### src/rtl/option_rom_spi_loader_pkg.sv
// Shared types and constants for the Option-ROM SPI loader.
package option_rom_pkg;

  typedef enum logic [2:0] {
    LS_IDLE  = 3'd0,
    LS_CMD   = 3'd1,
    LS_READ  = 3'd2,
    LS_HDR   = 3'd3,
    LS_WRITE = 3'd4,
    LS_DONE  = 3'd5,
    LS_ERROR = 3'd6
  } loader_state_e;

  typedef enum logic [1:0] {
    ERR_NONE     = 2'd0,
    ERR_BAD_SIG  = 2'd1,
    ERR_ZERO_LEN = 2'd2
  } loader_err_e;

  localparam logic [7:0]  SPI_CMD_READ       = 8'h03;
  localparam logic [15:0] ROM_SIGNATURE      = 16'hAA55;
  localparam int unsigned ROM_LEN_UNIT_BYTES = 512;

  // Shifter holds the first-arriving byte in [31:24]; the ROM window wants it in [7:0].
  function automatic logic [31:0] pack_le(input logic [31:0] arrival);
    return {arrival[7:0], arrival[15:8], arrival[23:16], arrival[31:24]};
  endfunction

endpackage

### src/rtl/option_rom_spi_loader_if.sv
// BAR write port into the Option-ROM window.
interface option_rom_spi_loader_if;
  logic [31:0] wr_addr;
  logic [31:0] wr_data;
  logic        wr_en;
  logic [2:0]  wr_bar_index;

  modport master (output wr_addr, output wr_data, output wr_en, output wr_bar_index);
  modport slave  (input  wr_addr, input  wr_data, input  wr_en, input  wr_bar_index);
endinterface

### src/rtl/option_rom_spi_loader_spi_shift_engine.sv
// SPI mode-0 SCK divider and 32-bit shifter; `go` loads and starts a word,
// `last` marks the final clk of the 32nd bit.
module spi_shift_engine
  import option_rom_pkg::*;
#(
  parameter int unsigned SCK_DIV = 2
) (
  input  logic        clk,
  input  logic        reset_n,
  input  logic        go,
  input  logic [31:0] tx_word,
  input  logic        miso,
  output logic        sck,
  output logic        mosi,
  output logic [31:0] rx_word,
  output logic        last
);

  localparam logic [15:0] DIV_RELOAD = 16'(SCK_DIV - 1);

  logic        active;
  logic [15:0] div_cnt;
  logic [4:0]  bit_cnt;
  logic [31:0] shreg;
  logic        tick;

  assign tick    = active && (div_cnt == 16'd0);
  assign last    = tick && sck && (bit_cnt == 5'd31);
  assign rx_word = shreg;

  // MISO is captured on the rise; the shifted register then supplies the next MOSI bit on the fall.
  always_ff @(posedge clk or negedge reset_n) begin
    if (!reset_n) begin
      active  <= 1'b0;
      div_cnt <= '0;
      bit_cnt <= '0;
      shreg   <= '0;
      sck     <= 1'b0;
      mosi    <= 1'b0;
    end else if (go) begin
      active  <= 1'b1;
      div_cnt <= DIV_RELOAD;
      bit_cnt <= '0;
      shreg   <= tx_word;
      sck     <= 1'b0;
      mosi    <= tx_word[31];
    end else if (active) begin
      if (div_cnt != 16'd0) begin
        div_cnt <= div_cnt - 16'd1;
      end else begin
        div_cnt <= DIV_RELOAD;
        if (!sck) begin
          sck   <= 1'b1;
          shreg <= {shreg[30:0], miso};
        end else begin
          sck <= 1'b0;
          if (bit_cnt == 5'd31) begin
            active <= 1'b0;
            mosi   <= 1'b0;
          end else begin
            bit_cnt <= bit_cnt + 5'd1;
            mosi    <= shreg[31];
          end
        end
      end
    end
  end

endmodule

### src/rtl/option_rom_spi_loader.sv
// Streams a donor Option-ROM image out of SPI flash and writes it, DWORD by
// DWORD, into the ROM BAR window after validating the 0x55AA header.
module option_rom_spi_loader
  import option_rom_pkg::*;
#(
  parameter int unsigned ROM_SIZE        = 65536,
  parameter logic [2:0]  ROM_BAR_INDEX   = 3'd5,
  parameter logic [23:0] FLASH_BASE_ADDR = 24'h100000,
  parameter int unsigned SCK_DIV         = 2
) (
  input  logic        clk,
  input  logic        reset_n,
  input  logic        start,
  output logic        busy,
  output logic        done,
  output logic        error,
  output logic [1:0]  error_code,
  output logic        truncated,
  output logic [15:0] words_loaded,
  output logic        spi_sck,
  output logic        spi_cs_n,
  output logic        spi_mosi,
  input  logic        spi_miso,
  option_rom_spi_loader_if.master bar
);

  localparam logic [2:0] S_IDLE  = LS_IDLE;
  localparam logic [2:0] S_CMD   = LS_CMD;
  localparam logic [2:0] S_READ  = LS_READ;
  localparam logic [2:0] S_HDR   = LS_HDR;
  localparam logic [2:0] S_WRITE = LS_WRITE;
  localparam logic [2:0] S_DONE  = LS_DONE;
  localparam logic [2:0] S_ERROR = LS_ERROR;

  localparam logic [15:0] CAP_WORDS = 16'(ROM_SIZE / 4);

  logic [2:0]  state;
  logic [31:0] word;
  logic [15:0] total_words;
  logic        go;
  logic        last;
  logic [31:0] tx_word;
  logic [31:0] rx_word;
  logic        idle_like;
  logic        accept;
  logic        final_word;
  logic [7:0]  hdr_len;
  logic [31:0] len_words;
  logic [31:0] len_bytes;

  assign idle_like  = (state == S_IDLE) || (state == S_DONE) || (state == S_ERROR);
  assign accept     = start && idle_like;
  assign final_word = (words_loaded + 16'd1) == total_words;

  // 32-bit length arithmetic: a 0xFF header byte is 130560 bytes.
  assign hdr_len   = word[23:16];
  assign len_words = {24'd0, hdr_len} << 7;
  assign len_bytes = {24'd0, hdr_len} * ROM_LEN_UNIT_BYTES;

  always_comb begin
    go      = 1'b0;
    tx_word = '0;
    if (accept) begin
      go      = 1'b1;
      tx_word = {SPI_CMD_READ, FLASH_BASE_ADDR};
    end else if (state == S_CMD && last) begin
      go = 1'b1;
    end else if (state == S_WRITE && !final_word) begin
      go = 1'b1;
    end
  end

  spi_shift_engine #(.SCK_DIV(SCK_DIV)) u_shift (
    .clk     (clk),
    .reset_n (reset_n),
    .go      (go),
    .tx_word (tx_word),
    .miso    (spi_miso),
    .sck     (spi_sck),
    .mosi    (spi_mosi),
    .rx_word (rx_word),
    .last    (last)
  );

  always_ff @(posedge clk or negedge reset_n) begin
    if (!reset_n) begin
      state        <= S_IDLE;
      busy         <= 1'b0;
      done         <= 1'b0;
      error        <= 1'b0;
      error_code   <= ERR_NONE;
      truncated    <= 1'b0;
      words_loaded <= '0;
      word         <= '0;
      total_words  <= '0;
      spi_cs_n     <= 1'b1;
    end else begin
      case (state)
        S_IDLE, S_DONE, S_ERROR: begin
          if (start) begin
            state        <= S_CMD;
            busy         <= 1'b1;
            done         <= 1'b0;
            error        <= 1'b0;
            error_code   <= ERR_NONE;
            truncated    <= 1'b0;
            words_loaded <= '0;
            spi_cs_n     <= 1'b0;
          end
        end
        S_CMD: begin
          if (last) state <= S_READ;
        end
        S_READ: begin
          if (last) begin
            word  <= pack_le(rx_word);
            state <= (words_loaded == 16'd0) ? S_HDR : S_WRITE;
          end
        end
        S_HDR: begin
          if (word[15:0] != ROM_SIGNATURE || hdr_len == 8'd0) begin
            state      <= S_ERROR;
            busy       <= 1'b0;
            error      <= 1'b1;
            error_code <= (word[15:0] != ROM_SIGNATURE) ? ERR_BAD_SIG : ERR_ZERO_LEN;
            spi_cs_n   <= 1'b1;
          end else begin
            total_words <= (len_words > 32'(CAP_WORDS)) ? CAP_WORDS : len_words[15:0];
            truncated   <= len_bytes > ROM_SIZE;
            state       <= S_WRITE;
          end
        end
        S_WRITE: begin
          words_loaded <= words_loaded + 16'd1;
          if (final_word) begin
            state    <= S_DONE;
            busy     <= 1'b0;
            done     <= 1'b1;
            spi_cs_n <= 1'b1;
          end else begin
            state <= S_READ;
          end
        end
        default: state <= S_IDLE;
      endcase
    end
  end

  assign bar.wr_en        = (state == S_WRITE);
  assign bar.wr_addr      = {14'd0, words_loaded, 2'b00};
  assign bar.wr_data      = word;
  assign bar.wr_bar_index = (state == S_WRITE) ? ROM_BAR_INDEX : 3'd0;

endmodule
### src/flat_wrapper.sv
// flat-port wrapper written by rule: the top's interface ports become plain ports
module option_rom_spi_loader_flat import option_rom_pkg::*;
#(
  parameter int unsigned ROM_SIZE        = 65536,
  parameter logic [2:0]  ROM_BAR_INDEX   = 3'd5,
  parameter logic [23:0] FLASH_BASE_ADDR = 24'h100000,
  parameter int unsigned SCK_DIV         = 2
)
  (clk, reset_n, start, busy, done, error, error_code, truncated, words_loaded, spi_sck, spi_cs_n, spi_mosi, spi_miso, bar_wr_addr, bar_wr_data, bar_wr_en, bar_wr_bar_index);
  option_rom_spi_loader_if bar_i ();
  input  logic clk;
  input  logic reset_n;
  input  logic start;
  output logic busy;
  output logic done;
  output logic error;
  output logic [1:0] error_code;
  output logic truncated;
  output logic [15:0] words_loaded;
  output logic spi_sck;
  output logic spi_cs_n;
  output logic spi_mosi;
  input  logic spi_miso;
  output wire logic [$bits(bar_i.wr_addr)-1:0] bar_wr_addr;
  output wire logic [$bits(bar_i.wr_data)-1:0] bar_wr_data;
  output wire logic [$bits(bar_i.wr_en)-1:0] bar_wr_en;
  output wire logic [$bits(bar_i.wr_bar_index)-1:0] bar_wr_bar_index;
  assign bar_wr_addr = bar_i.wr_addr;
  assign bar_wr_data = bar_i.wr_data;
  assign bar_wr_en = bar_i.wr_en;
  assign bar_wr_bar_index = bar_i.wr_bar_index;
  option_rom_spi_loader #(.ROM_SIZE(ROM_SIZE), .ROM_BAR_INDEX(ROM_BAR_INDEX), .FLASH_BASE_ADDR(FLASH_BASE_ADDR), .SCK_DIV(SCK_DIV)) u_core (.clk(clk), .reset_n(reset_n), .start(start), .busy(busy), .done(done), .error(error), .error_code(error_code), .truncated(truncated), .words_loaded(words_loaded), .spi_sck(spi_sck), .spi_cs_n(spi_cs_n), .spi_mosi(spi_mosi), .spi_miso(spi_miso), .bar(bar_i));
endmodule
### config.mk
export PLATFORM = sky130hd
export DESIGN_NAME = option_rom_spi_loader_flat
export DESIGN_NICKNAME = d
export VERILOG_FILES = /design/src/rtl/option_rom_spi_loader_pkg.sv /design/src/rtl/option_rom_spi_loader_if.sv /design/src/rtl/option_rom_spi_loader_spi_shift_engine.sv /design/src/rtl/option_rom_spi_loader.sv /design/src/flat_wrapper.sv
export SDC_FILE = /design/constraint.sdc
export NUM_CORES = 1
export LEC_CHECK = 0
export CAP_MARGIN = 10
export CORE_MARGIN = 4
export CORE_UTILIZATION = 30
export CTS_CLUSTER_DIAMETER = 120
export CTS_CLUSTER_SIZE = 8
export DETAILED_ROUTE_END_ITERATION = 8
export GPL_TIMING_DRIVEN = 0
export SYNTH_ARGS = -nofsm -noshare
export SYNTH_HDL_FRONTEND = slang
export SYNTH_SLANG_ARGS = --single-unit
### constraint.sdc
create_clock -name clk -period 3.85 [get_ports clk]
set_input_delay 0.385 -clock clk [delete_from_list [all_inputs] [get_ports clk]]
set_output_delay 0.385 -clock clk [all_outputs]
set_load 0.1 [all_outputs]
==> impl_metrics.ini, run 1 <==
[sta]
worst_slack_ns = 0.188
relSlewSlack = 0.332
post-route-period-util = 0.951
skew_ns = 0.0121
setup_viol = 0
period_needed_ns = 3.66
fmax_mhz = 273
slew_violations = 0
hold_viol_final = 0
worst_slew_pin_slew_ns = 1.00
rsz0062_at_grt = false

[cells_and_area]
area_growth_pct = 29.9
layout-drive-gt1-share = 0.163
multi_input_comb_area_mm2 = 0.00276
fillers = 2028
regArea_mm2 = 0.00305
diodes = 0
fin_nets = 769
layout.cells.non_filler = 1042

[drt]
ant_nets = 0
num_vias = 5087
drc = 0
dr_wl_met3_um = 929
vias_per_cell = 4.88
drt_wl_total_um = 15500
drtPass1Iterations = 4
top_layer = met4
wl_per_cell_um = 14.9
drt-met1-wl_um = 7350
wl_met2_um = 7030
first_iter_violations = 323

[flow_run]
maxCapViolations = 0

[yosys]
synth-edff-count = 0
ys_types = 64
synth_top_cell_by_area = dfrtp_1
synth_area_per_cell_um2 = 9.71
async_flop_share = 1.00
synthCells = 643
synth_ff_type = dfrtp_1
synthTopCellsByArea = dfrtp_1 48%, mux2_2 5.8%, nand2_1 5.7%
synth_seq_cells = 122
ys_seq_area_frac = 0.489
synth_top_area_frac = 0.485
ys_warn_count = 0
syn_area_mm2 = 0.00624

[worst_hold_path]
hold_path_class = reg2reg

[cts]
clock_sink_count = 122
cts_buffers = 17
h-tree-depth = 4
cts_max_path_buffers = 2
root_buffer = clkbuf_16
cts_tree = done
insertion_delay_ns = 0.42
post_cts_buffers = 0
clkTransAtPathRegs_ns = 0.05

[worst_setup_path]
cp_slowest_stage_delay_ns = 0.84
crit_arrival_ns = 3.28
cp_top_family = buffers and inverters
crit_path_max_fanout = 12
worstPathRequired_ns = 3.46
crit_buf_inv = 5
worstPathCellList = clkbuf_1 -> nor2b_1 -> nand2_1 -> inv_1 -> clkbuf_1 -> buf_4 -> dlygate4sd2_1
cp-end-kind = output port
critPathSlowestCell = dlygate4sd2_1
cp-start-kind = flip-flop
critical_path_class = reg2out
crit_top_cell = clkbuf_1

[floorplan]
pin_count = 97
dieArea_mm2 = 0.0232
chipHeight_um = 152
initial_core_util = 0.307
coreArea_mm2 = 0.0204
placementRows = 52
die_w_um = 152

[power]
power_density_mw_per_mm2 = 622
irDropWorstVdd_mv = 0.448
p_leak_nw = 3.58

[grt]
grt_pass1_vias = 4838
grt_usage = 0.134
grt_pass1_wl_um = 25500
grt_max_degree = 64
gr-total-overflow = 0
antenna_found_initial = 0

[placement]
dpl.hpwl_um = 11000
pre_cts_ws_ns = 0.365
dp.cells = 1009
port_buffers = 79
place.gp.congestion = 0.893

[status]
status = finished, final reports clean
## routing by layer
metal / GRT usage / vias to the layer above
li1: - / 2451
met1: 0.184 / 2467
met2: 0.206 / 152
met3: 0.0395 / 17
met4: 0.0390 / 0
met5: 0 / -
## per-stage QoR
| step | util | instance area, µm² | hold WS [ns] | total power, W | setup TNS, ns |
|---|---|---|---|---|---|
| CTS | 0.398 | 8110 | 0.501 | 0.00508 | 0 |
| global route | 0.398 | 8110 | 0.514 | 0.00531 | 0 |
| finish | 0.398 | 8110 | 0.492 | 0.00505 | 0 |
| global placement | 0.365 | 7430 | 0.474 | 0.00332 | -309.36 |
| detailed placement | 0.366 | 7460 | 0.398 | 0.00334 | 0 |
| floorplan | - | 6300 | 0.0894 | 0.00291 | 0 |
## layout make-up
type | instances | area share
clock buffer | 19 | 0.0558
sequential | 122 | 0.377
inverter | 14 | 0.00648
tap | 270 | 0.0417
multi-input combinational | 454 | 0.340
buffer | 69 | 0.0541
clock inverter | 13 | 0.0234
timing repair buffer | 81 | 0.102
## Yosys cell counts, drive strengths merged, types with 5 or more instances
cell type,count
ha,6
nand2,95
nor3,15
clkbuf,20
a21oi,44
dfrtp,121
nor2,47
nand3,17
inv,14
buf,49
and2,6
o21ai,45
mux2,33
and3,5
nand4,12
nand3b,11
xnor2,12
nor4,14
nor2b,5
## state kept, by name, indices dropped and copies added, names as in the netlist
signal	count
u_core.u_shift.mosi	1
u_core.bar.wr_data	32
u_core.u_shift.rx_word	32
u_core.u_shift.div_cnt	16
u_core.spi_cs_n	1
u_core.u_shift.sck	1
u_core.done	1
u_core.error	1
u_core.state	3
u_core.total_words	8
u_core.error_code	2
u_core.u_shift.bit_cnt	5
u_core.u_shift.active	1
u_core.words_loaded	16
u_core.busy	1
u_core.truncated	1
## cell usage in the layout (no fill, tap or decap), types with 8 or more instances in the layout
cell	synthesis	routed
a21oi_1	44	44
buf_2	8	8
buf_4	37	37
clkbuf_1	19	19
clkbuf_16	0	17
clkdlybuf4s50_1	0	75
conb_1	1	17
dfrtp_1	121	121
inv_1	14	14
mux2_2	32	32
nand2_1	95	95
nand3_1	16	16
nand3b_1	11	11
nand4_1	12	12
nor2_1	47	47
nor3_1	15	15
nor4_1	11	11
o21ai_0	43	43
xnor2_1	12	12
## power by group
part | leakage [nW] | switching, W | internal, W
Clock | 0.314 | 0.000605 | 0.00112
Combinational | 1.60 | 0.00120 | 0.000526
Sequential | 1.66 | 0.000157 | 0.00143
Total | 3.58 | 0.00197 | 0.00308
## kinds of logic (layout without fill, tap and decap cells)
logic type | count (synthesis) | count (layout) | synth area share
xor gates and xnor gates | 17 | 17 | 0.0263
muxes | 37 | 37 | 0.0659
buffers and inverters | 83 | 196 | 0.0788
AOI/OAI and AO/OA | 129 | 129 | 0.125
and+or+nand+nor | 248 | 248 | 0.202
DFF | 122 | 122 | 0.489
other | 1 | 17 | 0.000601
adders and majority gates | 6 | 6 | 0.0120
## path summary, 6_finish.rpt
path                                                    start                                endpoint  slack [ns]  cells past startpoint
max in group asynchronous                             reset_n             u_core.spi_cs_n$_DFFE_PN1P_        2.61                      3
min in group asynchronous                             reset_n      u_core.words_loaded[0]$_DFFE_PN0P_        0.51                      2
hold / removal                        u_core.done$_DFFE_PN0P_                 u_core.done$_DFFE_PN0P_        0.49                      1
setup reg to reg           u_core.words_loaded[1]$_DFFE_PN0P_  u_core.u_shift.rx_word[24]$_DFFE_PN0P_        0.79                      9
setup / recovery                  u_core.state[0]$_DFFE_PN0P_                     bar_wr_bar_index[2]        0.19                      7
hold reg to reg                       u_core.done$_DFFE_PN0P_                 u_core.done$_DFFE_PN0P_        0.49                      1
## repair_timing
action,CTS,global route
resized for setup,3,0
hold endpoints to repair,59,0
setup endpoints to repair,3,0
hold buffers,1,0
Power figures use the tool's default switching activity.
==> run 2: changes to the inputs <==
CTS_BUF_LIST = sky130_fd_sc_hd__clkbuf_4 sky130_fd_sc_hd__clkbuf_8 sky130_fd_sc_hd__clkbuf_16   (was unset)
==> results of run 2 <==
Final layout, timing and power as in run 1 (identical DEF).
==> RTL change 1, RTL diff (settings of run 2) <==
Register the inputs `start` and `spi_miso` before use, with the module's reset. The logic sees them one clock later. The other inputs are not delayed to match.
--- a/src/rtl/option_rom_spi_loader.sv
+++ b/src/rtl/option_rom_spi_loader.sv
@@ -34,6 +34,19 @@
 
   localparam logic [15:0] CAP_WORDS = 16'(ROM_SIZE / 4);
 
+  logic start_q;
+  logic spi_miso_q;
+
+  always_ff @(posedge clk or negedge reset_n) begin
+    if (!reset_n) begin
+      start_q    <= '0;
+      spi_miso_q <= '0;
+    end else begin
+      start_q    <= start;
+      spi_miso_q <= spi_miso;
+    end
+  end
+
   logic [2:0]  state;
   logic [31:0] word;
   logic [15:0] total_words;
@@ -49,7 +62,7 @@
   logic [31:0] len_bytes;
 
   assign idle_like  = (state == S_IDLE) || (state == S_DONE) || (state == S_ERROR);
-  assign accept     = start && idle_like;
+  assign accept     = start_q && idle_like;
   assign final_word = (words_loaded + 16'd1) == total_words;
 
   // 32-bit length arithmetic: a 0xFF header byte is 130560 bytes.
@@ -75,7 +88,7 @@
     .reset_n (reset_n),
     .go      (go),
     .tx_word (tx_word),
-    .miso    (spi_miso),
+    .miso    (spi_miso_q),
     .sck     (spi_sck),
     .mosi    (spi_mosi),
     .rx_word (rx_word),
@@ -97,7 +110,7 @@
     end else begin
       case (state)
         S_IDLE, S_DONE, S_ERROR: begin
-          if (start) begin
+          if (start_q) begin
             state        <= S_CMD;
             busy         <= 1'b1;
             done         <= 1'b0;
Check against the original RTL: not equivalent (Yosys sat finds a counterexample within 4 cycles, from zero or initial values and one cycle with reset_n low).
==> RTL change 1 against run 2 <==
Critical path depth is the same; synthesized area up 13%; via count rose by 3.8%; maximum frequency grew 1.4%; critical endpoint unchanged; worst setup slack improved by 52 ps; sequential cell count grew 2; routed wire length grew 12%; final area up 10%.
Power is not compared: it rests on default switching activity, and its combinational part moved more than twofold at a synthesized area within 25%.
==> RTL change 1: results (changes against run 2) <==
Routing
  – Routed met3 length: 715 um (was 929 um)
  – Met2 wire length: 8.258 mm (was 7.026 mm)
  – Pre-Repair DR Iteration Count: 4 (unchanged)
  – Post-Route M1 WL: 8.131 mm (was 7.351 mm)
  – Initial detailed-routing violation count: 338 (was 323)
  – Via count: 5,281 (was 5,087)
  – Wire length per cell after detailed routing: 15.88 um (was 14.90 um)

Placement
  – Area after DPL: 8310 um^2 (was 7461 um^2)
  – HPWL after detailed placement: 12.73 mm (was 11.03 mm)
  – DP Cell Count: 1,062 (was 1,009)

Worst setup path
  – Startpoint of the worst register-to-register path: u_core.u_shift.div_cnt[0] (was u_core.words_loaded[1])
  – Cell count of the worst reg-to-reg path: 7 (was 9)
  – Endpoint of the most critical register-to-register path: u_core.bar.wr_data[16] (was u_core.u_shift.rx_word[24])
  – Critical path's largest stage delay: 810 ps (was 840 ps)
  – FF-to-FF setup slack: 1050 ps (was 790 ps)
  – Critical path arrival: 3220 ps (was 3280 ps)
  – Critical path's slowest cell: sky130_fd_sc_hd__clkdlybuf4s15_1 (was sky130_fd_sc_hd__dlygate4sd2_1)

GRT
  – First-pass GRT wire length: 28.24 mm (was 25.51 mm)
  – Number of global-route vias before repair: 5,197 (was 4,838)
  – Met1 global-route usage: 18.01% (was 18.41%)
  – Largest net degree at the start of global routing: 88 (was 64)
  – Met3 layer usage reported by global route: 2.577% (was 3.948%)
  – GR met2 Demand/Resource: 22.08% (was 20.64%)

Timing
  – Fin Hold WS: 402.0 ps (was 492.0 ps)
  – Transition time at the pin with the least slew margin: 982.6 ps (was 999.5 ps)
  – Setup Skew: 9.589 ps (was 12.09 ps)

Synthesis
  – Area contributors post-synth: sky130_fd_sc_hd__dfrtp_1 44%, sky130_fd_sc_hd__nor4_2 9.8%, sky130_fd_sc_hd__mux2_1 5.6% (was sky130_fd_sc_hd__dfrtp_1 48%, sky130_fd_sc_hd__mux2_2 5.8%, sky130_fd_sc_hd__nand2_1 5.7%)
  – Number of distinct standard cells referenced by the synthesized netlist: 66 (was 64)
  – Sequential fraction of the synthesis area: 44.10% (was 48.92%)
  – Number of standard cells after synthesis: 653 (was 643)
  – Most frequent cells after synthesis: 123 x sky130_fd_sc_hd__dfrtp_1, 55 x sky130_fd_sc_hd__nor4_2, 44 x sky130_fd_sc_hd__buf_4 (was 121 x sky130_fd_sc_hd__dfrtp_1, 95 x sky130_fd_sc_hd__nand2_1, 47 x sky130_fd_sc_hd__nor2_1)

Final layout
  – Layout cells sized above 1: 22.02% (was 16.32%)
  – Number of fillers in the final layout: 2,297 (was 2,028)
  – NumNets Final: 779 (was 769)

Min path
  – Min-Delay Startpoint: spi_miso (was u_core.done)
  – Endpoint of the worst hold path: u_core.spi_miso_q (was u_core.done)
  – Worst min-delay path class: in2reg (was reg2reg)

Run status
  – Run status: completed (unchanged)

Power
  – Peak supply drop: about 270 uV
[RTL change 1: cell count changes after synthesis, sizes merged, moves of 4 or more]
cell,before,now
clkbuf,20,12
mux2i,4,35
or3,2,6
nand3b,11,7
nor4,14,66
nor2,47,29
buf,49,68
a32oi,4,0
or4,1,6
a21oi,44,27
o22ai,0,6
and2,6,1
nand2,95,43
[RTL change 1: where the power goes]
part / switching [mW] / internal (mW)
Combinational: 0.351 / 0.201
Clock: 0.588 / 1.10
Sequential: 0.146 / 1.42
Total: 1.08 / 2.72
[RTL change 1: how the worst max path moves through the flow]
stage                               start                         to  slack, ps  cells after the start
final                     u_core.state[2]        bar_wr_bar_index[2]        240                      7
after global routing      u_core.state[2]        bar_wr_bar_index[0]         20                      7
after CTS                 u_core.state[2]        bar_wr_bar_index[2]        190                      7
after detailed placement  u_core.state[2]        bar_wr_bar_index[2]        380                      7
after global placement            reset_n  u_core.u_shift.div_cnt[1]      -2750                      1
after floorplan           u_core.state[2]        bar_wr_bar_index[0]        920                      6
[RTL change 1: cell families after synthesis]
kind of cell | count (synthesis) | synth area share (%)
compound gates | 97 | 7.999
xor+xnor | 19 | 2.471
fa+ha+maj | 6 | 1.066
buf+inv | 98 | 8.550
flops | 124 | 44.10
mux | 71 | 10.74
other cells | 1 | 0.05327
simple gates | 237 | 25.03
[RTL change 1: area by class of cell]
cell class | count | area (um^2) | share of cell area [%]
Buffer | 80 | 534.3 | 5.978
Clock buffer | 20 | 447.9 | 5.012
Clock inverter | 11 | 170.2 | 1.904
Inverter | 18 | 67.56 | 0.7560
Multi-Input combinational cell | 447 | 3393 | 37.97
Sequential cell | 124 | 3104 | 34.73
Tap cell | 313 | 391.6 | 4.382
Timing Repair Buffer | 81 | 828.3 | 9.268
==> RTL change 2, RTL diff (config.mk and constraints of run 2) <==
Made on the original files. `ROM_SIZE` is set to 65536 in 2 places; all go to 49152.
--- a/src/rtl/option_rom_spi_loader.sv
+++ b/src/rtl/option_rom_spi_loader.sv
@@ -3,7 +3,7 @@
 module option_rom_spi_loader
   import option_rom_pkg::*;
 #(
-  parameter int unsigned ROM_SIZE        = 65536,
+  parameter int unsigned ROM_SIZE        = 49152,
   parameter logic [2:0]  ROM_BAR_INDEX   = 3'd5,
   parameter logic [23:0] FLASH_BASE_ADDR = 24'h100000,
   parameter int unsigned SCK_DIV         = 2
--- a/src/flat_wrapper.sv
+++ b/src/flat_wrapper.sv
@@ -1,7 +1,7 @@
 // flat-port wrapper written by rule: the top's interface ports become plain ports
 module option_rom_spi_loader_flat import option_rom_pkg::*;
 #(
-  parameter int unsigned ROM_SIZE        = 65536,
+  parameter int unsigned ROM_SIZE        = 49152,
   parameter logic [2:0]  ROM_BAR_INDEX   = 3'd5,
   parameter logic [23:0] FLASH_BASE_ADDR = 24'h100000,
   parameter int unsigned SCK_DIV         = 2
Function: same outputs for any inputs over 10 cycles, from zero or initial values and one cycle with reset_n low; that may be too few to reach the edited logic, so the function may still have changed.
==> RTL change 2 against run 2 <==
Sequential cell count unchanged; worst setup slack gained 190 ps; highest routed layer unchanged; largest cell class unchanged; cell count increased by 1.2%; final area up 2.6%; synthesized area is 4.1% higher; power fell by 4.6%; routed wire length up 3.8%; register-to-register slack got worse by 410 ps.
==> RTL change 2: results (changes against run 2) <==
GRT
  – Largest net degree at the start of global routing: 70 (was 64)
  – Number of global-route vias before repair: 5,266 (was 4,838)
  – Total global routing track utilization: 13.93% (was 13.42%)
  – GR met2 Demand/Resource: 21.27% (was 20.64%)

Synthesis
  – Most frequent cells after synthesis: 121 x sky130_fd_sc_hd__dfrtp_1, 72 x sky130_fd_sc_hd__nor3_1, 42 x sky130_fd_sc_hd__o21ai_0 (was 121 x sky130_fd_sc_hd__dfrtp_1, 95 x sky130_fd_sc_hd__nand2_1, 47 x sky130_fd_sc_hd__nor2_1)
  – Number of distinct standard cells referenced by the synthesized netlist: 63 (was 64)
  – Area contributors post-synth: sky130_fd_sc_hd__dfrtp_1 47%, sky130_fd_sc_hd__mux2_2 5.7%, sky130_fd_sc_hd__nor3_1 5.5% (was sky130_fd_sc_hd__dfrtp_1 48%, sky130_fd_sc_hd__mux2_2 5.8%, sky130_fd_sc_hd__nand2_1 5.7%)

Routing
  – Initial detailed-routing violation count: 319 (was 323)
  – Post-Route M1 WL: 7.902 mm (was 7.351 mm)
  – Pre-Repair DR Iteration Count: 5 (was 4)
  – Routed met3 length: 707 um (was 929 um)

Final layout
  – Layout cells sized above 1: 16.03% (was 16.32%)
  – NumNets Final: 777 (was 769)

Worst setup path
  – Endpoint of the most critical register-to-register path: u_core.u_shift.div_cnt[2] (was u_core.u_shift.rx_word[24])
  – Critical path's slowest cell: sky130_fd_sc_hd__dfrtp_1 (was sky130_fd_sc_hd__dlygate4sd2_1)
  – Nature of the critical path endpoint: flip-flop (was output pin)
  – Critical path launch point: u_core.words_loaded[0] (was u_core.state[0])
  – Critical path arrival: 3750 ps (was 3280 ps)
  – Critical path's largest stage delay: 580 ps (was 840 ps)

Timing
  – Relative slew slack: 28.85% (was 33.16%)
  – Setup Skew: 7.645 ps (was 12.09 ps)

Placement
  – HPWL after detailed placement: 11.64 mm (was 11.03 mm)
  – Routability cong.: 0.8940 (was 0.8931)

Power
  – Total leakage power: 3.636 nW (was 3.578 nW)

Run status
  – Run status: completed (unchanged)
==> RTL change 2: cell types whose count changed in the layout (fill, tap and decap cells not counted), moves of 6 or more <==
cell,change
sky130_fd_sc_hd__nor3_1,+57
sky130_fd_sc_hd__nor2_1,-7
sky130_fd_sc_hd__mux2i_1,+30
sky130_fd_sc_hd__nand2_1,-73
sky130_fd_sc_hd__or4_1,+6
sky130_fd_sc_hd__nand3b_1,-11
sky130_fd_sc_hd__clkbuf_1,+11
sky130_fd_sc_hd__buf_2,-8
sky130_fd_sc_hd__a21oi_1,-19
==> RTL change 2: worst max-delay path, delay by kind of cell, from the launching register on <==
family / cells / cell delay [ps]
adder cells (fa/ha/maj): 1 / 320
flip-flops: 1 / 580
buffers and inverters: 2 / 840
AO/OA/AOI/OAI: 2 / 450
AND/OR/NAND/NOR: 3 / 930
XOR/XNOR: 1 / 200
==> RTL change 2: stage by stage <==
stage,std cells,power (mW),instance area (um^2),worst slack [ps]
after detailed placement,1022,3.311,7725,158.9
after global placement,1021,3.293,7696,-2612
final,1055,4.815,8319,375.2
after CTS,1055,4.852,8303,34.54
after floorplan,667,2.902,6561,332.7
after global routing,1055,5.087,8319,168.8
==> RTL change 2: cell families (layout without fill, tap and decap cells) <==
logic type,after synthesis,after routing,synth area share [%]
muxes,67,67,10.95
buffers and inverters,92,205,7.910
adders and majority gates,6,6,1.155
and+or+nand+nor,238,238,20.48
xor gates and xnor gates,17,17,2.290
DFF,122,122,46.98
other,1,17,0.05768
AOI/OAI and AO/OA,108,108,10.18
==> RTL change 2: power breakdown <==
| part | total (mW) | switching, mW | internal [mW] | leakage [nW] |
|---|---|---|---|---|
| clock | 1.52 | 0.606 | 0.914 | 0.265 |
| sequential | 1.59 | 0.154 | 1.43 | 1.66 |
| combinational | 1.71 | 1.18 | 0.531 | 1.71 |
==> RTL change 2: layout make-up <==
class                   instances  share of cell area (%)
plain buffers                  77                   5.520
clock buffers                  19                   5.369
clock inverters                13                   1.459
inverters                      15                  0.6768
multi-input cells             453                   36.07
flip-flops and latches        122                   36.71
well taps                     275                   4.136
repair buffers                 81                   10.06
==> RTL change 2: what timing repair did <==
item,in CTS,in global routing
setup endpoints to repair,0,16
gates resized for setup,0,6
endpoints found under the hold margin,53,0
hold buffers,1,0
==> RTL change 2: worst min path at each step <==
stage          slack [ps]  depth (start not counted)                    end
2_1_floorplan          90                          0  u_core.bar.wr_data[0]
3_3_place_gp          490                          2           u_core.error
3_5_place_dp          380                          1  u_core.bar.wr_data[8]
4_1_cts               500                          2  u_core.bar.wr_data[8]
5_1_grt               520                          1   u_core.error_code[0]
6_report              480                          2  u_core.bar.wr_data[8]
